<file path="config.mk">
export PLATFORM = sky130hd
export DESIGN_NAME = arb_rr8_flat
export DESIGN_NICKNAME = d
export VERILOG_FILES = /design/src/rtl/arb_rr8_if.sv /design/src/rtl/arb_rr8.sv /design/src/flat_wrapper.sv
export SDC_FILE = /design/constraint.sdc
export NUM_CORES = 1
export LEC_CHECK = 0
export BUFFER_PORTS_ARGS = -buffer_cell sky130_fd_sc_hd__buf_4
export CAP_MARGIN = 20
export CORE_MARGIN = 8
export CORE_UTILIZATION = 40
export DETAILED_ROUTE_END_ITERATION = 6
export PLACE_DENSITY = 0.71
export SLEW_MARGIN = 5
export SYNTH_ARGS = -nofsm -noshare
export SYNTH_HDL_FRONTEND = slang
export SYNTH_SLANG_ARGS = --single-unit
</file>
<file path="constraint.sdc">
create_clock -name clk -period 3.9 [get_ports clk]
set_input_delay 0.195 -clock clk [delete_from_list [all_inputs] [get_ports clk]]
set_output_delay 0.195 -clock clk [all_outputs]
set_load 0.01 [all_outputs]
</file>
<file path="src/rtl/arb_rr8_if.sv">
// rtl/arb_rr8_if.sv - request/grant bundle between requesters and arb_rr8
interface arb_rr8_if;
  logic [7:0] req;
  logic       done;
  logic [7:0] grant;
  logic [2:0] grant_idx;
  logic       grant_valid;
  logic       timeout;

  modport master (
    output req,
    output done,
    input  grant,
    input  grant_idx,
    input  grant_valid,
    input  timeout
  );

  modport slave (
    input  req,
    input  done,
    output grant,
    output grant_idx,
    output grant_valid,
    output timeout
  );
endinterface

</file>
<file path="src/rtl/arb_rr8.sv">
// rtl/arb_rr8.sv - 8-way round-robin arbiter, grant held until done or request drop
// Define ARB_RR8_TIMEOUT_EN to force-revoke grants held for TIMEOUT cycles.
module arb_rr8 #(
  parameter int TIMEOUT = 16
) (
  input logic      clk,
  input logic      rst,
  arb_rr8_if.slave bus
);

  typedef enum logic {IDLE, GRANT} state_t;

  if (TIMEOUT < 2 || TIMEOUT > 255) begin : g_bad_timeout
    $error("arb_rr8: TIMEOUT must be within 2..255");
  end

  state_t     state_q, state_d;
  logic [2:0] ptr_q, ptr_d;
  logic [2:0] grant_idx_q, grant_idx_d;
  logic [2:0] pick_idx;
  logic       pick_found;
  logic       release_c;

`ifdef ARB_RR8_TIMEOUT_EN
  localparam logic [7:0] HOLD_LAST = 8'(TIMEOUT - 1);
  logic [7:0] hold_cnt_q, hold_cnt_d;
  logic       timeout_q, timeout_d;
`endif

  // First requester at or after ptr, wrapping modulo 8.
  always_comb begin
    pick_found = 1'b0;
    pick_idx   = ptr_q;
    for (int i = 0; i < 8; i++) begin
      if (!pick_found && bus.req[ptr_q + 3'(i)]) begin
        pick_found = 1'b1;
        pick_idx   = ptr_q + 3'(i);
      end
    end
  end

  assign release_c = bus.done || !bus.req[grant_idx_q];

  always_ff @(posedge clk) begin
    if (rst) begin
      state_q     <= IDLE;
      ptr_q       <= 3'd0;
      grant_idx_q <= 3'd0;
`ifdef ARB_RR8_TIMEOUT_EN
      hold_cnt_q  <= 8'd0;
      timeout_q   <= 1'b0;
`endif
    end else begin
      state_q     <= state_d;
      ptr_q       <= ptr_d;
      grant_idx_q <= grant_idx_d;
`ifdef ARB_RR8_TIMEOUT_EN
      hold_cnt_q  <= hold_cnt_d;
      timeout_q   <= timeout_d;
`endif
    end
  end

  always_comb begin
    state_d     = state_q;
    ptr_d       = ptr_q;
    grant_idx_d = grant_idx_q;
`ifdef ARB_RR8_TIMEOUT_EN
    hold_cnt_d  = hold_cnt_q;
    timeout_d   = 1'b0;
`endif
    case (state_q)
      IDLE: begin
        if (pick_found) begin
          state_d     = GRANT;
          grant_idx_d = pick_idx;
`ifdef ARB_RR8_TIMEOUT_EN
          hold_cnt_d  = 8'd0;
`endif
        end
      end
      GRANT: begin
        // A real release always wins over expiry, so timeout never pulses with done.
        if (release_c) begin
          state_d = IDLE;
          ptr_d   = grant_idx_q + 3'd1;
`ifdef ARB_RR8_TIMEOUT_EN
        end else if (hold_cnt_q == HOLD_LAST) begin
          state_d   = IDLE;
          ptr_d     = grant_idx_q + 3'd1;
          timeout_d = 1'b1;
        end else begin
          hold_cnt_d = hold_cnt_q + 8'd1;
`endif
        end
      end
      default: state_d = IDLE;
    endcase
  end

  always_comb begin
    bus.grant_valid = (state_q == GRANT);
    bus.grant_idx   = grant_idx_q;
    bus.grant       = (state_q == GRANT) ? (8'd1 << grant_idx_q) : 8'h00;
`ifdef ARB_RR8_TIMEOUT_EN
    bus.timeout     = timeout_q;
`else
    bus.timeout     = 1'b0;
`endif
  end

endmodule

</file>
<file path="src/flat_wrapper.sv">
// flat-port wrapper written by rule: the top's interface ports become plain ports
module arb_rr8_flat 
#(
  parameter int TIMEOUT = 16
)
  (clk, rst, bus_req, bus_done, bus_grant, bus_grant_idx, bus_grant_valid, bus_timeout);
  arb_rr8_if bus_i ();
  input logic clk;
  input logic rst;
  input wire logic [$bits(bus_i.req)-1:0] bus_req;
  input wire logic [$bits(bus_i.done)-1:0] bus_done;
  output wire logic [$bits(bus_i.grant)-1:0] bus_grant;
  output wire logic [$bits(bus_i.grant_idx)-1:0] bus_grant_idx;
  output wire logic [$bits(bus_i.grant_valid)-1:0] bus_grant_valid;
  output wire logic [$bits(bus_i.timeout)-1:0] bus_timeout;
  assign bus_i.req = bus_req;
  assign bus_i.done = bus_done;
  assign bus_grant = bus_i.grant;
  assign bus_grant_idx = bus_i.grant_idx;
  assign bus_grant_valid = bus_i.grant_valid;
  assign bus_timeout = bus_i.timeout;
  arb_rr8 #(.TIMEOUT(TIMEOUT)) u_core (.clk(clk), .rst(rst), .bus(bus_i));
endmodule
</file>
==> flow_metrics.py, run 1 <==
metrics = {
    "synth": {
        "ys_seq_area_frac": 0.1069,
        "yosys-top-cells-area": "mux4_2, dfxtp_1, ha_1",
        "ys_ff_latch": 7,
        "synth-async-reset-ratio": 0,
        "ys.flop_type": "dfxtp_1",
        "syn_inst": 139,
        "synth_area_um2": 1311,
        "yosys.area.top_type_share": 0.2405,
        "synth_nets": 158,
        "synth_warnings": 0,
        "synth-edff-count": 0,
        "synth.largest_area_cell": "mux4_2",
        "syn-mean-instance-area_um2": 9.434,
        "synth_cell_types": 44,
    },
    "critical_path": {
        "cp_slowest_stage_delay_ns": 0.59,
        "reg2regPathDepth": 8,
        "required_ns": 4.05,
        "cp_max_fo": 8,
        "crit_arrival_ns": 3.54,
        "cp_num_cells": 8,
        "crit_chain": "inv_1 -> ha_1 -> mux4_1 -> mux2_2 -> o32ai_4 -> or3b_1 -> o31a_1 -> a211o_1",
        "cp_top_family": "compound AO/OA/AOI/OAI gates",
        "cp_num_buf_inv": 1,
        "slowest_stage": "mux4_1",
        "start_kind": "flop",
        "end_kind": "flop",
        "worstSetupPathType": "flop to flop",
    },
    "power_and_ir_drop": {
        "power_frac_seq": 0.182,
        "p_sw_mw": 0.2730,
        "clockPowerShare": 0.116,
        "pwr-share-comb": 0.703,
        "p_leak_nw": 0.6322,
        "vdd_drop_max_v": 0.0001705,
        "power.internal_mw": 0.3288,
        "sw_frac_of_total": 0.4536,
        "cellPowerDensity_nw_per_um2": 390.8,
    },
    "timing": {
        "fin_worst_skew_ns": 0.0007921,
        "setup_viol": 0,
        "slew_viol_final": 0,
        "min_period_ns": 3.389,
        "rsz0062_at_grt": "false",
        "max_freq_mhz": 295.1,
        "tightest_slew_ns": 0.7551,
        "fin_setup_tns_ns": 0,
        "min_period_over_period": 0.8689,
        "relSlewSlack": 0.4959,
        "finalHoldViolCount": 0,
    },
    "global_route": {
        "grt-ovfl-total": 0,
        "grt_max_degree": 19,
        "grt_pass1_wl_um": 5768,
        "antenna_found_initial": 0,
        "grt_usage": 0.1360,
        "grt_pass1_vias": 1139,
    },
    "cts": {
        "cts_tree": "done",
        "cts_resized": 0,
        "root_buffer": "clkbuf_4",
        "clk_latency_ns": 0.26,
        "clk_path_buf_depth": 2,
        "clkSinkCount": 7,
        "cts_setup_buffers": 0,
        "cts_buffers": 3,
        "hold_buffers": 0,
        "clk_pin_slew_ns": 0.05,
        "htree_levels": 1,
    },
    "die": {
        "die_y_um": 73.26,
        "io_pins": 24,
        "dieArea_um2": 5366,
        "num_rows": 20,
        "coreArea_um2": 3078,
        "dieWidth_um": 73.26,
        "initial_core_util": 0.4260,
    },
    "cells_and_area": {
        "final_cell_area_um2": 1540,
        "final_cell_mix": "buf_4, mux4_2, inv_1",
        "fin_nets": 179,
        "n_antenna_cell": 0,
        "drive_gt1_frac": 0.3019,
        "final_common_cell": "buf_4",
        "areaGrowthSynthToFinish_pct": 17.46,
    },
    "hold_path": {
        "min_path_cells": 2,
        "min_path_type": "input pin to flop",
    },
    "route": {
        "routed_wl_um": 3493,
        "vias_per_cell": 5.980,
        "routedWlPerCell_um": 17.21,
        "vias": 1214,
        "drcViolationCount": 0,
        "first_iter_violations": 130,
        "dr.pass1.iters": 4,
        "ant_nets": 0,
    },
    "outcome": {
        "status": "complete, no violations",
    },
    "placement": {
        "place.gp.congestion": 0.8887,
        "place_area_um2": 1514,
        "dpl.hpwl_um": 2724,
        "port_buffers": 22,
    },
    "run": {
        "cap_violations": 0,
    },
}
[path summary, 6_finish.rpt]
path                         from                 endpoint  slack, ns
setup / recovery  u_core.ptr_q[0]  u_core.bus.grant_idx[1]       0.51
hold / removal                rst          u_core.ptr_q[2]       0.18
setup reg to reg  u_core.ptr_q[0]  u_core.bus.grant_idx[1]       0.51
hold reg to reg   u_core.ptr_q[0]          u_core.ptr_q[0]       0.60
[metal layers]
layer  up-vias  global-route usage  part of all wire
met2        54              0.2334              0.52
met3         5             0.02857             0.067
met4         0             0.04222            0.0097
li1        571                   -                 -
met5         -                   0                 0
met1       584              0.1643              0.40
[power groups by stage]
stage               clock [mW]  combinational (mW)  sequential (mW)
floorplan                    0               0.316            0.107
global placement             0               0.412            0.111
detailed placement           0               0.421            0.111
CTS                     0.0715               0.422            0.110
global route            0.0753               0.463            0.113
finish                  0.0696               0.423            0.109
[flip-flops by register name (all words and copies together), names as in the netlist]
name,cells
u_core.bus.grant_valid,1
u_core.bus.grant_idx,3
u_core.ptr_q,3
[synth_stat cells, types with 2 or more instances]
cell type  number
nor2_1          8
mux4_1          2
a21oi_1         7
ha_1            8
mux4_2         14
nor2b_1         3
dfxtp_1         7
and3_1          8
nand2_1         5
clkbuf_1        6
a211oi_1        2
mux2_2          3
xnor2_1         3
o211ai_1        2
nand2b_1        6
mux2i_1         8
buf_2           2
o21ai_0         3
inv_1          10
nor3_1          3
o31ai_1         2
a211o_1         3
and2_1          3
[cell type report]
cell class	count	area (um^2)
Sequential cell	7	140.1
Fill cell	268	1538
Inverter	10	37.54
Tap cell	44	55.05
Multi-Input combinational cell	113	1094
Timing Repair Buffer	25	187.7
Clock buffer	4	26.28
[cells by family (layout without fill, tap and decap cells)]
logic type / Yosys count / after routing / share of synthesized area
adder cells (fa/ha/maj): 8 / 8 / 0.07634
AND/OR/NAND/NOR: 44 / 44 / 0.1937
AO/OA/AOI/OAI: 29 / 29 / 0.1670
flip-flops: 7 / 7 / 0.1069
buffers and inverters: 19 / 39 / 0.05916
multiplexers: 27 / 27 / 0.3674
other: 1 / 1 / 0.002860
XOR/XNOR: 4 / 4 / 0.02672
[through the flow]
stage	hold slack [ns]	cells	power [mW]	worst slack [ns]	utilization
floorplan	0.4905	139	0.4224	0.3460	-
global placement	0.4424	199	0.5225	0.6171	0.4919
detailed placement	0.4463	199	0.5318	0.5263	0.4919
CTS	0.1705	203	0.6030	0.5210	0.5004
global route	0.1810	203	0.6511	0.3750	0.5004
finish	0.1775	203	0.6019	0.5113	0.5004
[worst register-to-register path, stage by stage, from the launching register on]
cell and delay, ns:
dfxtp_1 0.32, inv_1 0.10, ha_1 0.55, mux4_1 0.60
mux2_2 0.32, o32ai_4 0.40, or3b_1 0.45, o31a_1 0.31
a211o_1 0.25
(Power assumes the default switching activity.)
==> run 2, diff against run 1 <==
--- a/config.mk
+++ b/config.mk
@@ -9,6 +9,7 @@
 export CAP_MARGIN = 20
 export CORE_MARGIN = 8
 export CORE_UTILIZATION = 40
+export CTS_BUF_LIST = sky130_fd_sc_hd__clkbuf_4 sky130_fd_sc_hd__clkbuf_8
 export DETAILED_ROUTE_END_ITERATION = 6
 export PLACE_DENSITY = 0.71
 export SLEW_MARGIN = 5
==> run 2 against run 1 <==
Net effect:
- power increased by 1.4%
- via count rose by 0.49%
- first-iteration DRC count increased by 8.5%
- die area is the same
- sequential power is essentially flat
- sequential cell count is the same
- largest power group unchanged
==> flow_metrics.py, run 2 (synthesis results as in run 1) <==
metrics = {
    "outcome": {
        "status": "complete, no violations",
    },
    "cells_and_area": {
        "fin_nets": 179,
        "drive_gt1_frac": 0.3082,
        "final_common_cell": "buf_4",
        "n_antenna_cell": 0,
        "final_util": 0.5016,
        "areaGrowthSynthToFinish_pct": 17.75,
        "final_cell_mix": "buf_4, mux4_2, inv_1",
    },
    "cts": {
        "htree_levels": 1,
        "clk_path_buf_depth": 2,
        "cts_buffers": 3,
        "root_buffer": "clkbuf_4",
        "cts_tree": "done",
        "clk_pin_slew_ns": 0.05,
        "clk_latency_ns": 0.26,
        "clkSinkCount": 7,
        "cts_resized": 0,
        "cts_setup_buffers": 0,
        "hold_buffers": 0,
    },
    "die": {
        "num_rows": 20,
        "die_y_um": 73.26,
        "coreArea_um2": 3078,
        "io_pins": 24,
        "dieWidth_um": 73.26,
        "initial_core_util": 0.4260,
        "dieArea_um2": 5366,
    },
    "route": {
        "dr.pass1.iters": 4,
        "routed_wl_um": 3554,
        "ant_nets": 0,
        "vias_per_cell": 6.010,
        "vias": 1220,
        "first_iter_violations": 141,
        "drcViolationCount": 0,
        "routedWlPerCell_um": 17.51,
    },
    "timing": {
        "relSlewSlack": 0.4865,
        "fin_hold_ws_ns": 0.1850,
        "finalHoldViolCount": 0,
        "rsz0062_at_grt": "false",
        "min_period_ns": 3.393,
        "tightest_slew_ns": 0.7693,
        "setup_viol": 0,
        "fin_setup_tns_ns": 0,
        "slew_viol_final": 0,
        "fin_worst_skew_ns": 0.002309,
        "max_freq_mhz": 294.7,
        "worst_slack_ns": 0.5068,
        "min_period_over_period": 0.8700,
    },
    "critical_path": {
        "cp_max_fo": 8,
        "start_kind": "flop",
        "cp_slowest_stage_delay_ns": 0.60,
        "end_kind": "flop",
        "crit_arrival_ns": 3.54,
        "required_ns": 4.05,
        "slowest_stage": "mux4_1",
        "worstSetupPathType": "flop to flop",
        "rr_startpoint": "u_core.ptr_q[0]",
        "crit_chain": "inv_1 -> ha_1 -> mux4_1 -> mux2_2 -> o32ai_4 -> or3b_1 -> o31a_1 -> a211o_1",
        "crit_start": "u_core.ptr_q[0]",
    },
    "global_route": {
        "grt_max_degree": 19,
        "grt_pass1_wl_um": 5809,
        "grt-ovfl-total": 0,
        "grt_pass1_vias": 1145,
        "grt_usage": 0.1375,
        "antenna_found_initial": 0,
    },
    "placement": {
        "place.gp.congestion": 0.8887,
        "place_ws_ns": 0.5263,
        "port_buffers": 22,
        "dpl.hpwl_um": 2724,
    },
    "power_and_ir_drop": {
        "p_total_mw": 0.6103,
        "vdd_drop_max_v": 0.0001693,
        "p_leak_nw": 0.6357,
        "cellPowerDensity_nw_per_um2": 395.3,
    },
    "run": {
        "cap_violations": 0,
    },
    "hold_path": {
        "min_path_type": "input pin to flop",
        "worstHoldStart": "rst",
    },
}
==> run 2: changes by cell type in the layout (fill, tap and decap cells not counted) <==
cell / before / now
clkbuf_4: 3 / 4
clkbuf_1: 1 / 0
==> run 2: area by class of cell <==
type | instances | area [um^2]
Fill cell | 268 | 1534
Multi-Input combinational cell | 113 | 1094
Timing Repair Buffer | 25 | 187.7
Sequential cell | 7 | 140.1
Tap cell | 44 | 55.05
Inverter | 10 | 37.54
Clock buffer | 4 | 30.03
==> run 2: worst paths after layout <==
kind	depth (start not counted)	to	slack [ns]
min	2	u_core.ptr_q[2]	0.18
max reg2reg	8	u_core.bus.grant_idx[1]	0.51
min reg2reg	2	u_core.ptr_q[0]	0.60
max	8	u_core.bus.grant_idx[1]	0.51
==> run 2: worst max-delay path, delay by kind of cell, from the launching register on <==
| kind | cells | cell delay, ns |
|---|---|---|
| buffers and inverters | 1 | 0.10 |
| AND/OR/NAND/NOR | 1 | 0.45 |
| AO/OA/AOI/OAI | 3 | 0.96 |
| flip-flops | 1 | 0.32 |
| adder cells (fa/ha/maj) | 1 | 0.55 |
| multiplexers | 2 | 0.92 |
==> run 2: power by group <==
| part | switching [mW] | internal [mW] |
|---|---|---|
| combinational | 0.219 | 0.205 |
| clock | 0.0296 | 0.0462 |
| sequential | 0.0254 | 0.0842 |
| total | 0.275 | 0.336 |
==> run 2: through the flow <==
step | instance area, um^2 | std cells
3_3_place_gp | 1514 | 199
3_5_place_dp | 1514 | 199
2_1_floorplan | 1311 | 139
5_1_grt | 1544 | 203
6_report | 1544 | 203
4_1_cts | 1544 | 203
==> run 2: routing by layer <==
| metal | part of all wire | vias to the layer above | track usage |
|---|---|---|---|
| li1 | - | 573 | - |
| met4 | 0.0096 | 0 | 0.04222 |
| met3 | 0.060 | 5 | 0.02857 |
| met5 | 0 | - | 0 |
| met2 | 0.53 | 49 | 0.2383 |
| met1 | 0.40 | 593 | 0.1643 |
